--- src/rtl/sync_fifo_pkg.sv ---
// Shared helpers for the parametrised synchronous FIFO family: width
// calculations for pointers and the occupancy count, plus the operation
// type used by the count update logic.
package sync_fifo_pkg;

  // Ceiling log2 of the entry count, usable in constant expressions.
  function automatic int unsigned clog2_depth(input int unsigned depth);
    int unsigned w;
    w = 0;
    for (int unsigned i = 0; i < 32; i++) begin
      if ((32'd1 << i) < depth) w = i + 1;
    end
    return w;
  endfunction

  // Read/write pointer width; pointers wrap naturally at DEPTH.
  function automatic int unsigned ptr_w(input int unsigned depth);
    return (clog2_depth(depth) < 1) ? 1 : clog2_depth(depth);
  endfunction

  // Occupancy width: one extra bit so that count can reach DEPTH.
  function automatic int unsigned cnt_w(input int unsigned depth);
    return clog2_depth(depth) + 1;
  endfunction

  // Accepted operation in a cycle, encoded as {wr_acc, rd_acc}.
  typedef enum logic [1:0] {
    OP_IDLE = 2'b00,
    OP_RD   = 2'b01,
    OP_WR   = 2'b10,
    OP_RW   = 2'b11
  } fifo_op_e;

  // Status decodes of the registered count.
  typedef struct packed {
    logic full;
    logic empty;
    logic almost_full;
    logic almost_empty;
  } fifo_flags_t;

endpackage

--- src/rtl/sync_fifo_mem.sv ---
// FIFO storage array: synchronous write port, asynchronous read port.
// Contents are intentionally not reset.
module sync_fifo_mem
  import sync_fifo_pkg::*;
#(
  parameter int unsigned DATA_W = 8,
  parameter int unsigned DEPTH  = 16
) (
  input  logic                      clk,
  input  logic                      we,
  input  logic [ptr_w(DEPTH)-1:0]   waddr,
  input  logic [DATA_W-1:0]         wdata,
  input  logic [ptr_w(DEPTH)-1:0]   raddr,
  output logic [DATA_W-1:0]         rdata
);

  logic [DATA_W-1:0] mem [DEPTH];

  // Write port: store the incoming word on an accepted write.
  always_ff @(posedge clk) begin
    if (we) mem[waddr] <= wdata;
  end

  // Read port: combinational view of the addressed entry.
  always_comb begin
    rdata = mem[raddr];
  end

endmodule

--- src/rtl/sync_fifo_param.sv ---
// Parametrised single-clock FIFO with almost-full/almost-empty thresholds,
// exported occupancy count and registered overflow/underflow pulses.
// Optional build macro: SYNC_FIFO_FWFT_EN selects first-word-fall-through
// read data; when undefined, dout is registered on each accepted read.
module sync_fifo_param
  import sync_fifo_pkg::*;
#(
  parameter int unsigned DATA_W   = 8,
  parameter int unsigned DEPTH    = 16,
  parameter int unsigned AF_LEVEL = DEPTH - 2,
  parameter int unsigned AE_LEVEL = 2
) (
  input  logic                      clk,
  input  logic                      rst,
  input  logic                      wr,
  input  logic                      rd,
  input  logic [DATA_W-1:0]         din,
  output logic [DATA_W-1:0]         dout,
  output logic                      full,
  output logic                      empty,
  output logic                      almost_full,
  output logic                      almost_empty,
  output logic [cnt_w(DEPTH)-1:0]   count,
  output logic                      overflow,
  output logic                      underflow
);

  localparam int unsigned PTR_W = ptr_w(DEPTH);
  localparam int unsigned CNT_W = cnt_w(DEPTH);

  localparam logic [CNT_W-1:0] FULL_CNT = CNT_W'(DEPTH);
  localparam logic [CNT_W-1:0] AF_CNT   = CNT_W'(AF_LEVEL);
  localparam logic [CNT_W-1:0] AE_CNT   = CNT_W'(AE_LEVEL);

  // Elaboration-time parameter legality check.
  if ((DEPTH < 4) || ((DEPTH & (DEPTH - 1)) != 0) || (AE_LEVEL < 1) ||
      (AE_LEVEL >= AF_LEVEL) || (AF_LEVEL > DEPTH) || (DATA_W < 1))
  begin : g_bad_params
    $error("sync_fifo_param: illegal DATA_W/DEPTH/AF_LEVEL/AE_LEVEL combination");
  end

  logic [PTR_W-1:0]  wr_ptr;
  logic [PTR_W-1:0]  rd_ptr;
  logic [DATA_W-1:0] rdata;
  logic [DATA_W-1:0] dout_q;
  logic              rd_acc;
  logic              wr_acc;
  fifo_op_e          op;
  fifo_flags_t       flags;

  // Status flags decoded from the registered count.
  always_comb begin
    flags              = '0;
    flags.full         = (count == FULL_CNT);
    flags.empty        = (count == '0);
    flags.almost_full  = (count >= AF_CNT);
    flags.almost_empty = (count <= AE_CNT);
  end

  assign full         = flags.full;
  assign empty        = flags.empty;
  assign almost_full  = flags.almost_full;
  assign almost_empty = flags.almost_empty;

  // Accept rules: a write into a full FIFO only succeeds alongside a read.
  always_comb begin
    rd_acc = rd & ~flags.empty;
    wr_acc = wr & (~flags.full | rd_acc);
    op     = fifo_op_e'({wr_acc, rd_acc});
  end

  sync_fifo_mem #(
    .DATA_W (DATA_W),
    .DEPTH  (DEPTH)
  ) u_mem (
    .clk   (clk),
    .we    (wr_acc),
    .waddr (wr_ptr),
    .wdata (din),
    .raddr (rd_ptr),
    .rdata (rdata)
  );

  // Pointers, occupancy count and error pulses.
  always_ff @(posedge clk or negedge rst) begin
    if (!rst) begin
      wr_ptr    <= '0;
      rd_ptr    <= '0;
      count     <= '0;
      overflow  <= 1'b0;
      underflow <= 1'b0;
    end else begin
      if (wr_acc) wr_ptr <= wr_ptr + PTR_W'(1);
      if (rd_acc) rd_ptr <= rd_ptr + PTR_W'(1);
      case (op)
        OP_WR:   count <= count + CNT_W'(1);
        OP_RD:   count <= count - CNT_W'(1);
        default: count <= count;
      endcase
      overflow  <= wr & ~wr_acc;
      underflow <= rd & ~rd_acc;
    end
  end

`ifdef SYNC_FIFO_FWFT_EN
  // Track the head word while it is presented, so dout holds it once empty.
  always_ff @(posedge clk or negedge rst) begin
    if (!rst) dout_q <= '0;
    else if (!flags.empty) dout_q <= rdata;
  end

  // Head word falls through with no latency whenever data is present.
  always_comb begin
    dout = flags.empty ? dout_q : rdata;
  end
`else
  // Registered read: capture the head word on each accepted read.
  always_ff @(posedge clk or negedge rst) begin
    if (!rst) dout_q <= '0;
    else if (rd_acc) dout_q <= rdata;
  end

  // Output is the read register directly.
  always_comb begin
    dout = dout_q;
  end
`endif

endmodule

--- config.mk ---
export PLATFORM = sky130hd
export DESIGN_NAME = sync_fifo_param
export DESIGN_NICKNAME = d
export VERILOG_FILES = /design/src/rtl/sync_fifo_pkg.sv /design/src/rtl/sync_fifo_mem.sv /design/src/rtl/sync_fifo_param.sv
export SDC_FILE = /design/constraint.sdc
export NUM_CORES = 1
export LEC_CHECK = 0
export ABC_AREA = 1
export BUFFER_PORTS_ARGS = -buffer_cell sky130_fd_sc_hd__buf_4
export CAP_MARGIN = 0
export CORE_MARGIN = 1
export CORE_UTILIZATION = 50
export CTS_CLUSTER_SIZE = 10
export DETAILED_ROUTE_END_ITERATION = 12
export GPL_TIMING_DRIVEN = 0
export PLACE_DENSITY = 0.76
export SLEW_MARGIN = 15
export SYNTH_ARGS = -nofsm -noshare
export SYNTH_HDL_FRONTEND = slang
export SYNTH_SLANG_ARGS = --single-unit
--- constraint.sdc ---
create_clock -name clk -period 2.2 [get_ports clk]
set_input_delay 0.22 -clock clk [delete_from_list [all_inputs] [get_ports clk]]
set_output_delay 0.22 -clock clk [all_outputs]
set_load 0.03 [all_outputs]
### Yosys cells after proc, flatten, opt, wreduce, memory -nomap -nowiden

Memory sizes are Yosys's and may differ from the RTL's. A register that Yosys moved wholly into a read port is not among the register bits.
Cells that the tools add are included.

| operators by class | value |
|---|---|
| add/subtract/negate cells | 4 |
| magnitude comparators | 2 |
| eq/ne operators | 3 |
| multiplexer cells | 3 |
| bitwise gates (word level) | 9 |
| reduce and logical (&&, ||, !) cells | 3 |

Operators by type and width:

| cell | number |
|---|---|
| case mux 5 bit (2 select lines) | 1 |
| adder 4 x 1 -> 4 bit (second input constant) | 2 |
| adder 5 x 1 -> 5 bit (second input constant) | 1 |
| equality test 5 bit (second input constant) | 1 |
| greater-or-equal comparator 5 x 4 -> 1 bit (second input constant) | 1 |
| less-or-equal comparator 5 x 2 -> 1 bit (second input constant) | 1 |
| logical NOT 5 bit | 1 |
| subtractor 5 x 1 -> 5 bit (second input constant) | 1 |
| bitwise AND 1 bit | 4 |
| inverter 1 bit | 4 |
| equality test 2 x 1 -> 1 bit (second input constant) | 1 |
| equality test 2 bit (second input constant) | 1 |
| two-way mux 1 bit | 2 |
| nonzero test 2 bit | 1 |
| logical NOT 1 bit | 1 |
| OR 1 bit | 1 |

| storage, ports and cells | value |
|---|---|
| bits in registers | 15 |
| RAM bits | 128 |
| bits of input ports | 12 |
| output and inout port bits | 19 |
| word-level logic and storage cells | 30 |
| memories kept | 1 |

Memory list:

| memory | depth | width | rd ports | clocked after Yosys merged registers in | write ports | RTL line | source |
|---|---|---|---|---|---|---|---|
| u_mem.mem | 16 | 8 | 1 | 1 | 1 | sync_fifo_mem.sv:17 | `logic [DATA_W-1:0] mem [DEPTH];` |

### Logic depth before layout (Yosys ltp)

Gate-level depths: netlist of run 1.

| logic depth | value |
|---|---|
| word-level depth | 7 |
| gate-level depth with buffers | 13 |

### By module

Synthesis of run 1 repeated with hierarchy kept, for this count alone.

| unflattened totals | value |
|---|---|
| cells, all modules | 666 |
| area, all modules | 6779.0 um2 |

By module, submodules not included:

| module | instances | cells each | area each (um2) | sequential area each (um2) |
|---|---|---|---|---|
| sync_fifo_mem | 1 | 543 | 5606.6 | 3843.7 |
| sync_fifo_param | 1 | 123 | 1172.4 | 575.6 |

### Least setup slack after synthesis of run 1

No wires, ideal clock.

| timing path | value |
|---|---|
| path type | register to register |
| start point | register count[3] |
| end point | register count[4] |
| library setup time | 0.066 ns |
| data arrival time | 2.385 ns |
| slack | -0.251 ns |
| cell stages (with the launch flop) | 14 |
| path buffers | 1 |
| clock period less this slack | 2.451 ns |
| cell sequence | dfrtp_1 -> nor2_2 -> nand4_1 -> nand2_2 -> inv_2 -> buf_6 -> ha_1 -> fa_1 -> a21oi_1 -> nor2_1 -> nor2_1 -> xor2_1 -> nand2_1 -> nand2_1 |

| on the way | value |
|---|---|
| cells in the longest elaborated chain, start to end | 7 |

Ends and longest elaborated chain:

| item | RTL line | source |
|---|---|---|
| start: declaration | sync_fifo_param.sv:23 | `output logic [cnt_w(DEPTH)-1:0] count,` |
| start signal: assignment | sync_fifo_param.sv:96 | `OP_WR: count <= count + CNT_W'(1);` |
| start signal: assignment | sync_fifo_param.sv:97 | `OP_RD: count <= count - CNT_W'(1);` |
| start signal: assignment | sync_fifo_param.sv:98 | `default: count <= count;` |
| logical NOT 5 bit (*) | sync_fifo_param.sv:55 | `flags.empty = (count == '0);` |
| inverter 1 bit (*) | sync_fifo_param.sv:67 | `rd_acc = rd & ~flags.empty;` |
| bitwise AND 1 bit (*) | sync_fifo_param.sv:67 |  |
| net rd_acc | sync_fifo_param.sv:46 | `logic rd_acc;` |
| OR 1 bit | sync_fifo_param.sv:68 | `wr_acc = wr & (~flags.full \| rd_acc);` |
| bitwise AND 1 bit | sync_fifo_param.sv:68 |  |
| equality test 2 x 1 -> 1 bit / equality test 2 bit (equally long branches) | sync_fifo_param.sv:95 | `case (op)` |
| case mux 5 bit (2 select lines) / nonzero test 2 bit (equally long branches) | n/a |  |

The timed path passes the listed nets; every way through them passes the cells marked *.
A chain may end at the register's enable or synchronous reset.

### Final worst setup path of run 1

| timing path | value |
|---|---|
| start point | register count[3] |
| end point | register count[4] |

| on the way | value |
|---|---|
| cells in the longest elaborated chain, start to end | 7 |

Ends and longest elaborated chain:

| item | RTL line |
|---|---|
| logical NOT 5 bit | sync_fifo_param.sv:55 |
| inverter 1 bit | sync_fifo_param.sv:67 |
| bitwise AND 1 bit | sync_fifo_param.sv:67 |
| OR 1 bit | sync_fifo_param.sv:68 |
| bitwise AND 1 bit | sync_fifo_param.sv:68 |
| equality test 2 x 1 -> 1 bit / equality test 2 bit (equally long branches) | sync_fifo_param.sv:95 |
| case mux 5 bit (2 select lines) / nonzero test 2 bit (equally long branches) | n/a |

Parallel ways exist; a longest one is shown, timed or not.

==> impl_metrics.csv, run 1 <==
group,metric,value,unit
status,status,"finished, final reports clean",
detailed_routing,dr.pass1.iters,5,
clock_network,cts_buffer_depth,2,
pwr,switchingPower,0.00422,W
cells_and_area,layout_common_cells,"nand2_1 (217), edfxtp_1 (128), inv_1 (108)",
sta,fin_ws,0.529,ps
logic_synthesis,yosys.area_share.adder,0.0197,
pwr,p_int,0.00639,W
sta,tightest_slew,573,ps
worst_setup_path,critPathKind,"reg2reg",
logic_synthesis,yosys.area_share.simple,0.215,
grt,first_global_vias,4690,
floorplan,die_w,118,µm
sta,whs,22.9,ps
placement,dp_slack,-272,ps
sta,post-route-period-util,1.00,
floorplan,fp.dieH,118,µm
clock_network,worst_skew_pair.late_latency,440,ps
worst_setup_path,worst_setup_path_end_kind,"register",
worst_setup_path,cp_cell_sequence,"nor2_4 -> nand4_1 -> nand2_4 -> inv_6 -> ha_4 -> fa_2 -> a21oi_2 -> nor2_1 -> nor2_1 -> xor2_1 -> nand2_1 -> nand2_1",
cells_and_area,areaGrowthSynthToFinish,17.7,%
pwr,ir_drop,0.000807,V
logic_synthesis,synth_mux_area_frac,0,
sta,rsz0062_at_grt,"true",
cells_and_area,antenna_cells,0,
grt,antenna_found_initial,0,
sta,min_period,2200,ps
detailed_routing,drt_iter0_drc,539,
logic_synthesis,synth_top_family_by_area,"simple AND/OR/NAND/NOR gates",
logic_synthesis,synth_area_leaders,"edfxtp_1 (57%), nand2_1 (12%), dfrtp_1 (8.6%)",
detailed_routing,wl,16500,µm
logic_synthesis,synth_area,0.00672,mm²
logic_synthesis,synth_cell_type_count,25,
cells_and_area,drive_gt1_frac,0.170,
sta,maxSlewHeadroom,0.618,
clock_network,cts_sinks,151,
worst_setup_path,critPathMaxStageDelay,440,ps
logic_synthesis,synth_top_area_cell,"edfxtp_1",
sta,finalSetupViolations,0,
cells_and_area,final_common_cell,"nand2_1",
detailed_routing,wl_per_cell,18.1,µm
worst_setup_path,critPathRequiredTime,2570,ps
logic_synthesis,synth-seq-cells,151,
logic_synthesis,synth_top_area_share,0.572,
floorplan,core,0.0129,mm²
placement,portBuffers,30,
cells_and_area,final_nets,748,
placement,place_hpwl,10600,µm
logic_synthesis,synthCells,668,
sta,hold_viol,0,
grt,grt_pass1_wl,25700,µm
clock_network,cts_made_buffers,17,
sta,drv_slew,0,
detailed_routing,vias_per_cell,5.21,
logic_synthesis,synth_xor_area_frac,0.0104,
sta,fmax,455,MHz
floorplan,ios,31,
worst_setup_path,startpoint_type,"register",
clock_network,cts_tree,"done",
logic_synthesis,yosys_warnings,0,
worst_setup_path,crit_fanout,14,
worst_setup_path,cp_slowest_cell,"dfrtp_2",
pwr,leakage,3.50,nW
clock_network,root_buffer,"clkbuf_16",
hold_path,hold_path.class,"in2reg",
floorplan,dieArea,0.0139,mm²
floorplan,num_rows,41,
sta,skew,5.73,ps
detailed_routing,num_vias,4737,
detailed_routing,drc,0,
grt,grt_remaining_overflow,0,
detailed_routing,route.antenna.remaining_nets,0,
worst_setup_path,critical_path_arrival,2570,ps
pwr,p_per_area,1340,mW/mm²
logic_synthesis,yosysSeqAreaShare,0.657,
grt,grt_max_degree,24,
logic_synthesis,syn-num-nets,690,
clock_network,h-tree-depth,4,
run,drv_cap,0,
floorplan,start_util,0.522,
grt,grt_usage,0.255,
pwr,sequentialPowerShare,0.356,
clock_network,clk_pin_slew,60,ps
pwr,pwr-share-clk,0.252,
logic_synthesis,synth_compound_area_frac,0.00949,
logic_synthesis,syn_area_per_cell,10.1,µm²
pwr,p_sw_frac,0.398,
placement,place.gp.congestion,0.934,
pwr,power_frac_comb,0.392,
==> per-stage QoR <==
stage | area, µm² | TNS, ps | total power (W) | std cells | utilization
after detailed placement | 7190 | -10400 | 0.00771 | 870 | 0.558
final | 7910 | 0 | 0.0106 | 909 | 0.615
after global placement | 7190 | -4200 | 0.00764 | 870 | 0.558
after CTS | 7790 | -2290 | 0.0104 | 903 | 0.605
after global routing | 7910 | -274 | 0.0111 | 909 | 0.615
after floorplan | 6750 | -50.6 | 0.00638 | 668 | -
==> layout make-up <==
type | instances | area, µm²
tap | 172 | 215
inverter | 115 | 437
buffer | 25 | 148
fill | 1053 | 4960
clock buffer | 19 | 433
multi-input combinational | 376 | 1850
timing repair buffer | 40 | 303
clock inverter | 11 | 106
sequential | 151 | 4430
==> timing repair <==
item | 4_1_cts | 5_1_grt
resized for setup | 15 | 21
hold buffers | 1 | 0
endpoints found under the hold margin | 23 | 0
setup endpoints to repair | 116 | 98
buffers inserted | 2 | 7
pin swaps | 2 | 5
==> layer usage <==
layer  up-vias  global-route usage  wire length [µm]
met5         -                   0                 0
met1      2231               0.324              6380
met4         0              0.0986               405
met2       216               0.419              8130
li1       2258                   -                 -
met3        32              0.0659              1570
==> worst max-delay path: cells and delay by family (launching register included) <==
kind | cells | cell delay [ps]
flops | 1 | 440
fa+ha+maj | 2 | 580
compound gates | 1 | 120
buf+inv | 1 | 80
simple gates | 7 | 750
xor+xnor | 1 | 150
==> cells in the mapped netlist (all sizes together) <==
library cell  number
a21oi              3
clkinv             2
nand4              1
a31oi              1
a21boi             1
xnor2              2
nor2              24
ha                 9
dfrtp             23
nand2            220
fa                 1
buf               25
nand3            101
o21ai              7
edfxtp           128
inv              113
xor2               6
clkbuf             1
==> worst paths after layout <==
kind | start | endpoint | slack [ps] | cells past startpoint
worst max-delay path | count[3] | count[4] | 0.5 | 12
worst min-delay path | wr | overflow | 20 | 3
worst max register to register | count[3] | count[4] | 0.5 | 12
worst min register to register | dout[7] | dout[7] | 480 | 2
max in group asynchronous | rst | count[2] | 1720 | 2
min in group asynchronous | rst | underflow | 230 | 2
==> power by group through the flow <==
stage | logic [W] | registers [W] | clock network, W
floorplan | 0.00236 | 0.00402 | 0
CTS | 0.00396 | 0.00378 | 0.00269
global placement | 0.00382 | 0.00382 | 0
global route | 0.00452 | 0.00381 | 0.00281
detailed placement | 0.00388 | 0.00383 | 0
finish | 0.00416 | 0.00377 | 0.00267
==> flip-flops by register name (all words and copies together) (netlist names) <==
signal     count
overflow       1
count          5
dout           8
underflow      1
rd_ptr         4
wr_ptr         4
u_mem.mem    128
==> cells by family (layout without fill, tap and decap cells) <==
family / Yosys count / in the layout
AOI/OAI and AO/OA: 12 / 12
xor gates and xnor gates: 8 / 8
adders and majority gates: 10 / 10
buffers and inverters: 141 / 210
DFF: 151 / 151
and+or+nand+nor: 346 / 346
Note: power is estimated with default switching activity, not from simulation.
==> inputs of run 2 (changes only) <==
--- a/config.mk
+++ b/config.mk
@@ -5,15 +5,14 @@
 export SDC_FILE = /design/constraint.sdc
 export NUM_CORES = 1
 export LEC_CHECK = 0
-export ABC_AREA = 1
 export BUFFER_PORTS_ARGS = -buffer_cell sky130_fd_sc_hd__buf_4
 export CAP_MARGIN = 0
 export CORE_MARGIN = 1
-export CORE_UTILIZATION = 50
+export CORE_UTILIZATION = 25
 export CTS_CLUSTER_SIZE = 10
 export DETAILED_ROUTE_END_ITERATION = 12
 export GPL_TIMING_DRIVEN = 0
-export PLACE_DENSITY = 0.76
+export PLACE_DENSITY = 0.47
 export SLEW_MARGIN = 15
 export SYNTH_ARGS = -nofsm -noshare
 export SYNTH_HDL_FRONTEND = slang
==> impl_metrics.csv, run 2 <==
group,metric,value,unit
worst_setup_path,critPathKind,"reg2reg",
detailed_routing,wl,12900,µm
detailed_routing,wl_met1,5920,µm
sta,skew,8.00,ps
cells_and_area,final_nets,400,
logic_synthesis,synthCells,316,
hold_path,hold_path.class,"in2reg",
detailed_routing,drt_iter0_drc,223,
clock_network,root_buffer,"clkbuf_16",
clock_network,h-tree-depth,4,
cells_and_area,layout_common_cells,"edfxtp_1 (128), buf_4 (43), mux4_2 (32)",
grt,grt_max_degree,24,
worst_setup_path,crit_fanout,4,
placement,placed_cells,665,
cells_and_area,final_cell_count_no_fill,710,
clock_network,cts_tree,"done",
detailed_routing,route.antenna.remaining_nets,0,
placement,place_hpwl,8270,µm
logic_synthesis,syn-num-nets,338,
logic_synthesis,synth_cell_type_count,36,
cells_and_area,areaGrowthSynthToFinish,25.6,%
placement,portBuffers,30,
logic_synthesis,syn_area_per_cell,19.3,µm²
floorplan,dieArea,0.0250,mm²
detailed_routing,route.met2.wl,6190,µm
sta,post-route-period-util,1.14,
sta,min_period,2500,ps
grt,grt_remaining_overflow,0,
floorplan,start_util,0.257,
grt,antenna_found_initial,0,
grt,grt_pass1_wl,19300,µm
cells_and_area,antenna_cells,0,
sta,fmax,399,MHz
sta,drv_slew,0,
sta,maxSlewHeadroom,0.520,
cells_and_area,final_common_cell,"edfxtp_1",
clock_network,cts_sinks,151,
logic_synthesis,synth.most_common_cell,"edfxtp_1",
cells_and_area,finish.instance_area,0.00765,mm²
logic_synthesis,async_reset_ff_frac,0.152,
cells_and_area,top_register,"u_mem.mem",
sta,tightest_slew,720,ps
floorplan,die_w,158,µm
run,drv_cap,0,
clock_network,clk_pin_slew,70,ps
logic_synthesis,ys.flop_type,"edfxtp_1",
detailed_routing,dr_wl_met3,549,µm
logic_synthesis,synth_area,0.00609,mm²
detailed_routing,drc,0,
floorplan,num_rows,56,
sta,fin_ws,-305,ps
floorplan,fp.dieH,158,µm
sta,finalSetupViolations,2,
grt,grt_usage,0.113,
worst_setup_path,critPathRequiredTime,2550,ps
status,violations,"setup timing",
placement,placed_area,0.00675,mm²
cells_and_area,largest_register_ffs,128,
logic_synthesis,yosysSeqAreaShare,0.726,
detailed_routing,num_vias,3030,
grt,first_global_vias,3111,
detailed_routing,vias_per_cell,4.27,
logic_synthesis,synth_top_area_share,0.631,
status,status,"complete, but fails checks",
cells_and_area,fin_util,0.323,
sta,whs,103,ps
clock_network,cts_made_buffers,17,
logic_synthesis,synth-seq-cells,151,
cells_and_area,drive_gt1_frac,0.386,
logic_synthesis,yosys_warnings,0,
sta,hold_viol,0,
logic_synthesis,synth_edf_count,128,
sta,rsz0062_at_grt,"true",
cells_and_area,num-fill-cells,2372,
worst_setup_path,critical_path_arrival,2850,ps
detailed_routing,dr.pass1.iters,4,
pwr,p_per_area,1330,mW/mm²
placement,place.gp.congestion,0.716,
logic_synthesis,synth_top_area_cell,"edfxtp_1",
cells_and_area,multiInputGateArea,0.00172,mm²
detailed_routing,highest_layer,"met4",
clock_network,worst_skew_pair.late_latency,430,ps
floorplan,ios,31,
floorplan,core,0.0237,mm²
cells_and_area,regArea,0.00442,mm²
logic_synthesis,synth_area_leaders,"edfxtp_1 (63%), mux4_2 (12%), dfrtp_1 (9.5%)",
worst_setup_path,worst_setup_path_end_kind,"register",
detailed_routing,wl_per_cell,18.2,µm
logic_synthesis,netlist_top_cells_count,"edfxtp_1 (128), mux4_2 (32), dfrtp_1 (23)",
clock_network,cts_buffer_depth,2,
pwr,ir_drop,0.000687,V
worst_setup_path,startpoint_type,"register",
pwr,leakage,2.63,nW
## run 2: cell types whose count changed after synthesis, sizes merged, moves of 10 or more
| cell | previous run | this run |
|---|---|---|
| nand2 | 220 | 23 |
| inv | 113 | 8 |
| nand3 | 101 | 1 |
| mux4 | 0 | 32 |
| mux2i | 0 | 17 |
| buf | 25 | 13 |
| nor2 | 24 | 14 |
## run 2: worst max-delay path, cell delays in order, from the launching register on
cell and delay [ps]:
dfrtp_2 430, or4_4 560, o21ai_4 180, inv_4 50
ha_4 170, ha_1 330, a21o_1 210, a21oi_2 130
mux2i_1 230, xnor2_1 130
## run 2: logic make-up after synthesis
kind of cell	synth area share
DFF	0.726
and+or+nand+nor	0.0411
muxes	0.150
buffers and inverters	0.0230
AOI/OAI and AO/OA	0.0236
xor gates and xnor gates	0.0144
adders and majority gates	0.0218
## run 2: final cells by class
cell class                      count  share of cell area
Multi-Input combinational cell    141               0.225
Clock buffer                       17              0.0556
Buffer                             15              0.0137
Clock inverter                     15              0.0218
Inverter                            8             0.00425
Timing Repair Buffer               44              0.0488
Tap cell                          319              0.0522
Sequential cell                   151               0.578
## run 2: worst paths after layout
check | from | endpoint | slack [ps] | depth (start not counted)
max | count[1] | count[4] | -300 | 9
min | din[1] | u_mem.mem[12][1] | 100 | 1
max reg2reg | count[1] | count[4] | -300 | 9
min reg2reg | dout[5] | dout[5] | 510 | 2
max in group asynchronous | rst | count[3] | 1710 | 2
min in group asynchronous | rst | count[0] | 230 | 2
## run 2: repair_timing
action / in CTS / in global routing
hold buffers: 2 / 0
hold endpoints to repair: 24 / 0
buffers inserted: 6 / 6
resized for setup: 20 / 15
pin swaps: 6 / 4
setup endpoints to repair: 132 / 131
## run 2: per-layer routing
layer / global-route usage / vias to the layer above
li1: - / 1378
met1: 0.147 / 1568
met2: 0.176 / 63
met3: 0.0334 / 21
met4: 0.0458 / 0
met5: 0 / -
## run 2: per-stage QoR
| stage | setup TNS (ps) | worst slack [ps] | total power, W |
|---|---|---|---|
| after CTS | -444 | -325 | 0.0102 |
| after detailed placement | -36490 | -519 | 0.00710 |
| after floorplan | -1080 | -410 | 0.00607 |
| after global routing | -689 | -399 | 0.0107 |
| after global placement | -33270 | -500 | 0.00706 |
| final | -474 | -305 | 0.0102 |
## run 2: power by group
group	leakage, nW	switching [W]	internal (W)
Combinational	0.906	0.00195	0.00150
Clock	0.289	0.00121	0.00170
Sequential	1.43	0.000259	0.00356
Total	2.63	0.00343	0.00675
